<file path="config.mk">
export PLATFORM = sky130hd
export DESIGN_NAME = data_window_sequencer
export DESIGN_NICKNAME = d
export VERILOG_FILES = /design/src/rtl/data_window_sequencer.sv
export SDC_FILE = /design/constraint.sdc
export NUM_CORES = 1
export LEC_CHECK = 0
export ABC_CLOCK_PERIOD_IN_PS = 7800
export CORE_AREA = 5 5 133 135
export DETAILED_ROUTE_END_ITERATION = 16
export DIE_AREA = 0 0 138 140
export PLACE_DENSITY_LB_ADDON = 0.3
export SYNTH_ARGS = -nofsm -noshare
export SYNTH_HDL_FRONTEND = slang
export SYNTH_SLANG_ARGS = --single-unit
</file>
<file path="constraint.sdc">
create_clock -name Clk -period 7.8 [get_ports Clk]
set_clock_uncertainty 0.15 [all_clocks]
set_input_delay 1.17 -clock Clk [delete_from_list [all_inputs] [get_ports Clk]]
set_output_delay 1.17 -clock Clk [all_outputs]
set_load 0.01 [all_outputs]
</file>
<file path="src/rtl/data_window_sequencer.sv">
// Read-side sequencer for the 5-tap data RAM. It issues one RAM read per window centre,
// zero-pads the taps outside [0, Len_eff-1] and presents each window over valid/ready.
module data_window_sequencer #(
    parameter int Bit_width          = 8,
    parameter int Nr_depth           = 512,
    parameter int Depth_counter_bits = 9,
    parameter int Stride             = 1
) (
    input  logic                          Clk,
    input  logic                          Reset,
    input  logic                          Start,
    input  logic [Depth_counter_bits:0]   Length,
    output logic                          Busy,
    output logic                          Done,
    output logic                          Read_en,
    output logic [Depth_counter_bits-1:0] Address_depth_read,
    input  logic [Bit_width-1:0]          Read_data_in_0,
    input  logic [Bit_width-1:0]          Read_data_in_1,
    input  logic [Bit_width-1:0]          Read_data_in_2,
    input  logic [Bit_width-1:0]          Read_data_in_3,
    input  logic [Bit_width-1:0]          Read_data_in_4,
    output logic                          Window_valid,
    input  logic                          Window_ready,
    output logic [Bit_width-1:0]          Window_data_0,
    output logic [Bit_width-1:0]          Window_data_1,
    output logic [Bit_width-1:0]          Window_data_2,
    output logic [Bit_width-1:0]          Window_data_3,
    output logic [Bit_width-1:0]          Window_data_4,
    output logic [Depth_counter_bits-1:0] Window_index,
    output logic                          Window_last,
    output logic [1:0]                    State_dbg
);

    localparam int DCB = Depth_counter_bits;
    localparam logic [DCB:0]   LEN_MAX  = (DCB + 1)'(Nr_depth);
    localparam logic [DCB-1:0] STRIDE_W = DCB'(Stride);
    localparam logic [DCB+1:0] STRIDE_X = (DCB + 2)'(Stride);

    // Handshake: a window transfers on a rising Clk edge where Window_valid && Window_ready.
    // Window_valid, once raised, stays high with every Window_* output frozen until that edge.
    typedef enum logic [1:0] {
        S_IDLE    = 2'd0,
        S_ISSUE   = 2'd1,
        S_PRESENT = 2'd2,
        S_FINISH  = 2'd3
    } state_t;

    state_t state_q, state_d;

    logic [DCB:0]   len_q;
    logic [DCB:0]   len_clamped;
    logic [DCB-1:0] centre_q, centre_d;
    logic           accept;
    logic           advance;
    logic           handshake;

    logic signed [DCB+1:0] tap_addr [5];
    logic [Bit_width-1:0]  tap_raw  [5];
    logic [Bit_width-1:0]  tap_pad  [5];

    assign len_clamped = (Length > LEN_MAX) ? LEN_MAX : Length;
    assign handshake   = Window_valid && Window_ready;
    assign State_dbg   = state_q;

    assign tap_raw[0] = Read_data_in_0;
    assign tap_raw[1] = Read_data_in_1;
    assign tap_raw[2] = Read_data_in_2;
    assign tap_raw[3] = Read_data_in_3;
    assign tap_raw[4] = Read_data_in_4;

    always_ff @(posedge Clk) begin
        if (Reset) begin
            state_q <= S_IDLE;
        end else begin
            state_q <= state_d;
        end
    end

    always_comb begin
        state_d = state_q;
        accept  = 1'b0;
        advance = 1'b0;
        case (state_q)
            S_IDLE: begin
                if (Start) begin
                    if (len_clamped != '0) begin
                        accept  = 1'b1;
                        state_d = S_ISSUE;
                    end else begin
                        state_d = S_FINISH;
                    end
                end
            end
            S_ISSUE: begin
                state_d = S_PRESENT;
            end
            S_PRESENT: begin
                if (handshake) begin
                    if (Window_last) begin
                        state_d = S_FINISH;
                    end else begin
                        advance = 1'b1;
                        state_d = S_ISSUE;
                    end
                end
            end
            S_FINISH: begin
                state_d = S_IDLE;
            end
            default: begin
                state_d = S_IDLE;
            end
        endcase
    end

    always_comb begin
        centre_d = centre_q;
        if (accept) begin
            centre_d = '0;
        end else if (advance) begin
            centre_d = centre_q + STRIDE_W;
        end
    end

    // Tap addresses are signed and one bit wider than needed so both edges of the
    // sample range are masked here; the RAM itself would silently wrap.
    always_comb begin
        for (int k = 0; k < 5; k++) begin
            tap_addr[k] = $signed({2'b00, centre_q}) + $signed((DCB + 2)'(k - 2));
            if (!tap_addr[k][DCB+1] && (tap_addr[k] < $signed({1'b0, len_q}))) begin
                tap_pad[k] = tap_raw[k];
            end else begin
                tap_pad[k] = '0;
            end
        end
    end

    always_ff @(posedge Clk) begin
        if (Reset) begin
            Busy               <= 1'b0;
            Done               <= 1'b0;
            Read_en            <= 1'b0;
            Address_depth_read <= '0;
            Window_valid       <= 1'b0;
            Window_data_0      <= '0;
            Window_data_1      <= '0;
            Window_data_2      <= '0;
            Window_data_3      <= '0;
            Window_data_4      <= '0;
            Window_index       <= '0;
            Window_last        <= 1'b0;
            len_q              <= '0;
            centre_q           <= '0;
        end else begin
            Busy         <= (state_d == S_ISSUE) || (state_d == S_PRESENT);
            Done         <= (state_d == S_FINISH);
            Read_en      <= (state_d == S_ISSUE);
            Window_valid <= (state_d == S_PRESENT);
            centre_q     <= centre_d;
            if (accept) begin
                len_q <= len_clamped;
            end
            if (state_d == S_ISSUE) begin
                Address_depth_read <= centre_d;
            end
            // Taps from the ISSUE-cycle read are stable at this edge.
            if (state_q == S_ISSUE) begin
                Window_data_0 <= tap_pad[0];
                Window_data_1 <= tap_pad[1];
                Window_data_2 <= tap_pad[2];
                Window_data_3 <= tap_pad[3];
                Window_data_4 <= tap_pad[4];
                Window_index  <= centre_q;
                Window_last   <= (({2'b00, centre_q} + STRIDE_X) >= {1'b0, len_q});
            end
        end
    end

endmodule

</file>
After elaboration in Yosys (flattened, before gate mapping)
Cells that the tools add are included.
W data, S select, Z words.
- $add $sub $neg: 6
- multiply operators: 0
- div/mod/pow operators: 0
- magnitude comparators: 7
- eq/ne operators: 6
- shift-type cells: 0
- muxes and demuxes: 19
- bitwise operators: 0
- reduce and logical (&&, ||, !) cells: 12
- operators with widths (cell ; number):
    $mux W8 ; 5
    $lt A11 B11 Y1 ; 2
    $add A9 B1 Y10 const B ; 2
    $lt A10 B10 Y1 ; 2
    $mux W9 ; 2
    $add A10 B1 Y11 const B ; 1
    $add A10 B2 Y11 const B ; 1
    $add A9 B2 Y10 const B ; 1
    $ge A10 B10 Y1 ; 1
    $gt A10 B10 Y1 const B ; 1
    $lt A9 B10 Y1 ; 1
    $mux W10 ; 1
    $reduce_bool A10 Y1 ; 1
    $add A9 B1 Y9 const B ; 1
    $eq A2 B2 Y1 const B ; 4
    $mux W2 ; 4
    $pmux W2 S4 ; 1
    $mux W1 ; 6
    $logic_and A1 B1 Y1 ; 5
    $eq A2 B1 Y1 const B ; 2
    $logic_not A1 Y1 ; 2
    $logic_not A1 Y1 const A ; 2
    $logic_not A2 Y1 ; 1
    $logic_or A1 B1 Y1 ; 1
- register bits after elaboration: 84
- bits in latches: 0
- memory bits (writable): 0
- bits in read-only memories: 0
- input port bits: 54
- output and inout bits: 65
- memories: 0

Depth between registers and ports, before layout
- depth in word-level cells: 8
- depth in mapped cells: 12

Worst setup path after synthesis
No wires, ideal clock.
- path type: input to register
- from: in Length[0]
- to: reg Address_depth_read[5]
- library setup time: 0.129 ns
- arrival: 2.709 ns
- setup slack: 4.811 ns
- cell stages on the path: 9
- cells stage by stage: nor4_2 nand4_1 a22o_1 ha_1 clkbuf_1 nand2b_1 inv_1 nand2b_1 o32ai_1
- word-level cells in the longest chain between the ends: 7
- elaborated cells on any way between the ends: 11
- ends and longest elaborated chain (item ; RTL line ; RTL):
    start, declared ; 12 ; input logic [Depth_counter_bits:0] Length,
    $gt A10 B10 Y1 ; 61 ; assign len_clamped = (Length > LEN_MAX) ? LEN_MAX : Length;
    $mux W10 (*) ; 61 ;
    $reduce_bool A10 Y1 (*) ; 86 ; if (len_clamped != '0) begin
    $mux W2 or $mux W1 (tied branches) ; 86 ;
    $mux W2 or $mux W1 (tied branches) ; 85 ; if (Start) begin
    $pmux W2 S4 or $mux W1 (tied branches) ; 83 ; case (state_q)
    $eq A2 B1 Y1 or $mux W9 (tied branches) ; 163, 118 ;
    end signal, assigned ; 164 ; Address_depth_read <= centre_d;
    end, declared ; 16 ; output logic [Depth_counter_bits-1:0] Address_depth_read,
Mark *: on every way between the ends. The rest lies on a longest branch, timed or not.
A chain may end at the register's enable or synchronous reset.

Final worst setup path
- from: reg centre_q[2]
- to: reg Window_data_3[7]
- word-level cells in the longest chain between the ends: 4
- ends and longest elaborated chain (item ; RTL line ; RTL):
    start, declared ; 52 ; logic [DCB-1:0] centre_q, centre_d;
    start signal, assigned ; 159 ; centre_q <= centre_d;
    $add A9 B1 Y10 ; 129 ; tap_addr[k] = $signed({2'b00, centre_q}) + $signed((DCB + 2)'(k - 2));
    $lt A10 B10 Y1 ; 130 ; if (!tap_addr[k][DCB+1] && (tap_addr[k] < $signed({1'b0, len_q}))) begin
    $logic_and A1 B1 Y1 ; 130 ;
    $mux W8 ; 130 ;
    end signal, assigned ; 171 ; Window_data_3 <= tap_pad[3];
    end, declared ; 27 ; output logic [Bit_width-1:0] Window_data_3,
No other way between the ends.

==> impl_metrics.csv <==
group,metric,value,unit
power,combPwrFrac,14.6,%
finish,layout.nets,759,
critical_path,reg2reg_from,"centre_q[2]",
logic_synthesis,postSynth.asyncResetShare,0,%
placed_design,gp_congestion,0.836,
critical_path,reg2reg_depth,8,
logic_synthesis,syn-num-nets,657,
clock_tree,clockRootBuffer,"clkbuf_16",
finish,syn2layout_area_growth,33.5,%
global_routing,grt_pass1_vias,4436,
floorplanning,die_area,0.0193,mm2
sta,drv_slew,0,
finish,n_antenna_cell,0,
logic_synthesis,synth_cell_type_count,53,
critical_path,r2r-end,"Window_data_3[7]",
power,intPower,0.000733,W
run,drv_cap,0,
logic_synthesis,synth_warnings,0,
critical_path,cp.arrival,3.61,ns
floorplanning,ios,119,
min_path,hold_path_class,"flop to flop",
logic_synthesis,synth-main-ff-cell,"dfxtp_1",
clock_tree,clockBufferDepth,2,
critical_path,path_class,"flop to flop",
min_path,whs_endpoint,"Window_data_1[5]",
sta,whs,0.302,ns
logic_synthesis,synthTopCellsByCount,"dfxtp_1 (84), nand2_1 (62), ha_1 (53), nor2_1 (40), inv_1 (33)",
routing,vias,4357,
placed_design,io_buffer_count,118,
clock_tree,cts.reportedPaths.clkPinSlew,0.06,ns
routing,viasPerCell,4.97,
global_routing,antenna_found_initial,0,
finish,fill_cells,1666,
power,p_total,0.000989,W
clock_tree,clock-sinks,84,
routing,first_pass_iters,5,
global_routing,grtUsageTotal,14.2,%
power,vdd_drop_max,0.101,mV
routing,drt_iter0_drc,152,
logic_synthesis,synth_seq_area_share,34.8,%
power,p_seq_share,45.3,%
sta,rsz0062_at_grt,"false",
logic_synthesis,yosysMostFrequentCell,"dfxtp_1",
clock_tree,clk_latency,0.35,ns
min_path,hold_depth,2,
routing,routed_wl,13.8,mm
floorplanning,die_x,138,um
power,leakagePower,2.35,nW
sta,slew_headroom,36.3,%
logic_synthesis,syn_area_per_cell,8.78,um2
critical_path,ff2ff_setup_slack,4.33,ns
critical_path,start_kind,"flop",
power,power_frac_clock,40.0,%
clock_tree,cts-buffers-inserted,9,
routing,drc_errors,0,
global_routing,grt_max_degree,43,
sta,setup_viol,0,
status,status,"completed",
routing,ant_nets,0,
sta,fin_tns_setup,0,ns
global_routing,grt_pass1_wl,22.5,mm
floorplanning,row_count,47,
routing,wl_per_cell,15.8,um
clock_tree,cts_tree,"yes",
sta,fmax,288,MHz
clock_tree,post_cts_buffers,0,
floorplanning,die_y,140,um
sta,tightest_slew,0.948,ns
sta,finalHoldViolCount,0,
sta,post-route-min-period,3.47,ns
power,power.density,154,mW/mm2
critical_path,worstPathRequired,7.94,ns
placed_design,hpwl,10.3,mm
critical_path,crit_fanout,13,
sta,fin_crit_sh,44.5,%
floorplanning,initial_utilization,29.5,%
clock_tree,htree_levels,3,
clock_tree,cts-hold-fix-buffers,0,
logic_synthesis,netlist_area,0.00483,mm2
clock_tree,cts_resized,0,
min_path,min_from,"Window_data_1[5]",
finish,drive_gt1_share,4.42,%
floorplanning,coreArea,0.0163,mm2
logic_synthesis,netlist.area_leader.share,34.8,%
logic_synthesis,synth_edf_count,0,
global_routing,gr-total-overflow,0,
critical_path,crit_path_end_kind,"flop",
logic_synthesis,synth.largest_area_cell,"dfxtp_1",
logic_synthesis,synthTopCellsByArea,"dfxtp_1 (35%), ha_1 (14%), nand2_1 (4.8%), xnor2_1 (4.0%), nand3_1 (3.2%)",
logic_synthesis,ys_seq_elements,84,
power,p_sw,0.000256,W
logic_synthesis,netlist_instances,550,
power,switching_share,25.9,%
## area by class of cell
class | instances | area (um2) | area share (%)
multi-input cells | 406 | 2910 | 45.2
inverters | 33 | 124 | 1.92
clock inverters | 5 | 37.5 | 0.583
well taps | 220 | 275 | 4.27
clock buffers | 10 | 239 | 3.71
flip-flops and latches | 84 | 1680 | 26.1
repair buffers | 118 | 1180 | 18.3
## critical path, cell delays in order (launching register included)
cell	delay (ns)
dfxtp_1	0.71
ha_1	0.43
nand4_1	0.18
xnor2_1	0.18
ha_1	0.32
and3_4	0.18
a221o_1	0.39
a2111oi_4	0.64
a22o_1	0.22
## cell usage in the layout, fill, tap and decap left out, drive strengths merged, types with 5 or more instances in the layout
cell type / synthesis / routed
nor4: 5 / 5
ha: 53 / 53
nand2: 62 / 62
nand2b: 13 / 13
xnor2: 22 / 22
a32oi: 8 / 8
nor3: 10 / 10
clkbuf: 12 / 10
o211ai: 10 / 10
nand4: 16 / 16
a21oi: 19 / 19
nor2b: 11 / 11
clkdlybuf4s50: 0 / 117
nor2: 40 / 40
o32ai: 10 / 10
dfxtp: 84 / 84
inv: 33 / 34
xor2: 11 / 11
a22o: 9 / 9
nand3: 31 / 31
mux2i: 8 / 8
o21ai: 15 / 15
a21o: 7 / 7
o31ai: 16 / 16
and3: 5 / 5
## per-layer routing
metal	share of wire, %	track usage [%]
met2	48	24.3
met3	5.8	4.16
met1	43	16.7
met4	2.5	5.72
met5	0	0
## through the flow
| stage | worst slack [ns] | util, % | instance area [um2] | instances |
|---|---|---|---|---|
| final | 4.33 | 39.4 | 6440 | 876 |
| after global routing | 4.13 | 39.4 | 6440 | 876 |
| after CTS | 4.28 | 39.4 | 6440 | 876 |
| after detailed placement | 4.03 | 37.7 | 6170 | 861 |
| after global placement | 4.16 | 37.7 | 6170 | 861 |
| after floorplan | 4.81 | - | 4830 | 550 |
## state kept, by name, summed over array words and instances, names as in the netlist
signal and cells:
Busy 1, Window_data_3 8, Window_index 9, Window_data_1 8, Window_valid 1, Done 1, Window_data_4 8, Read_en 1
Address_depth_read 9, centre_q 9, Window_data_2 8, Window_data_0 8, Window_last 1, State_dbg 2, len_q 10
## logic make-up (layout without fill, tap and decap cells)
group | count (synthesis) | after routing | share of synthesized area (%)
XOR/XNOR | 33 | 33 | 5.99
AO/OA/AOI/OAI | 109 | 109 | 18.0
buffers and inverters | 60 | 166 | 5.05
AND/OR/NAND/NOR | 203 | 203 | 20.7
multiplexers | 8 | 8 | 1.66
flip-flops | 84 | 84 | 34.8
adder cells (fa/ha/maj) | 53 | 53 | 13.7
## power by group through the flow
stage | registers, W | logic [W] | clock network (W)
after floorplan | 0.000460 | 0.0000739 | 0
after global placement | 0.000458 | 0.000142 | 0
after detailed placement | 0.000458 | 0.000146 | 0
after CTS | 0.000448 | 0.000147 | 0.000410
after global routing | 0.000449 | 0.000159 | 0.000429
final | 0.000448 | 0.000145 | 0.000396
## worst max path at each step
stage | from | endpoint | slack, ns | cells past startpoint
global placement | Length[0] | Address_depth_read[7] | 4.16 | 9
floorplan | Length[0] | Address_depth_read[5] | 4.81 | 9
detailed placement | Length[9] | Address_depth_read[5] | 4.03 | 9
CTS | centre_q[2] | Window_data_3[2] | 4.28 | 8
finish | centre_q[2] | Window_data_3[7] | 4.33 | 8
global route | centre_q[2] | Window_data_3[3] | 4.13 | 8
No activity file was read; power rests on OpenSTA's default activity.
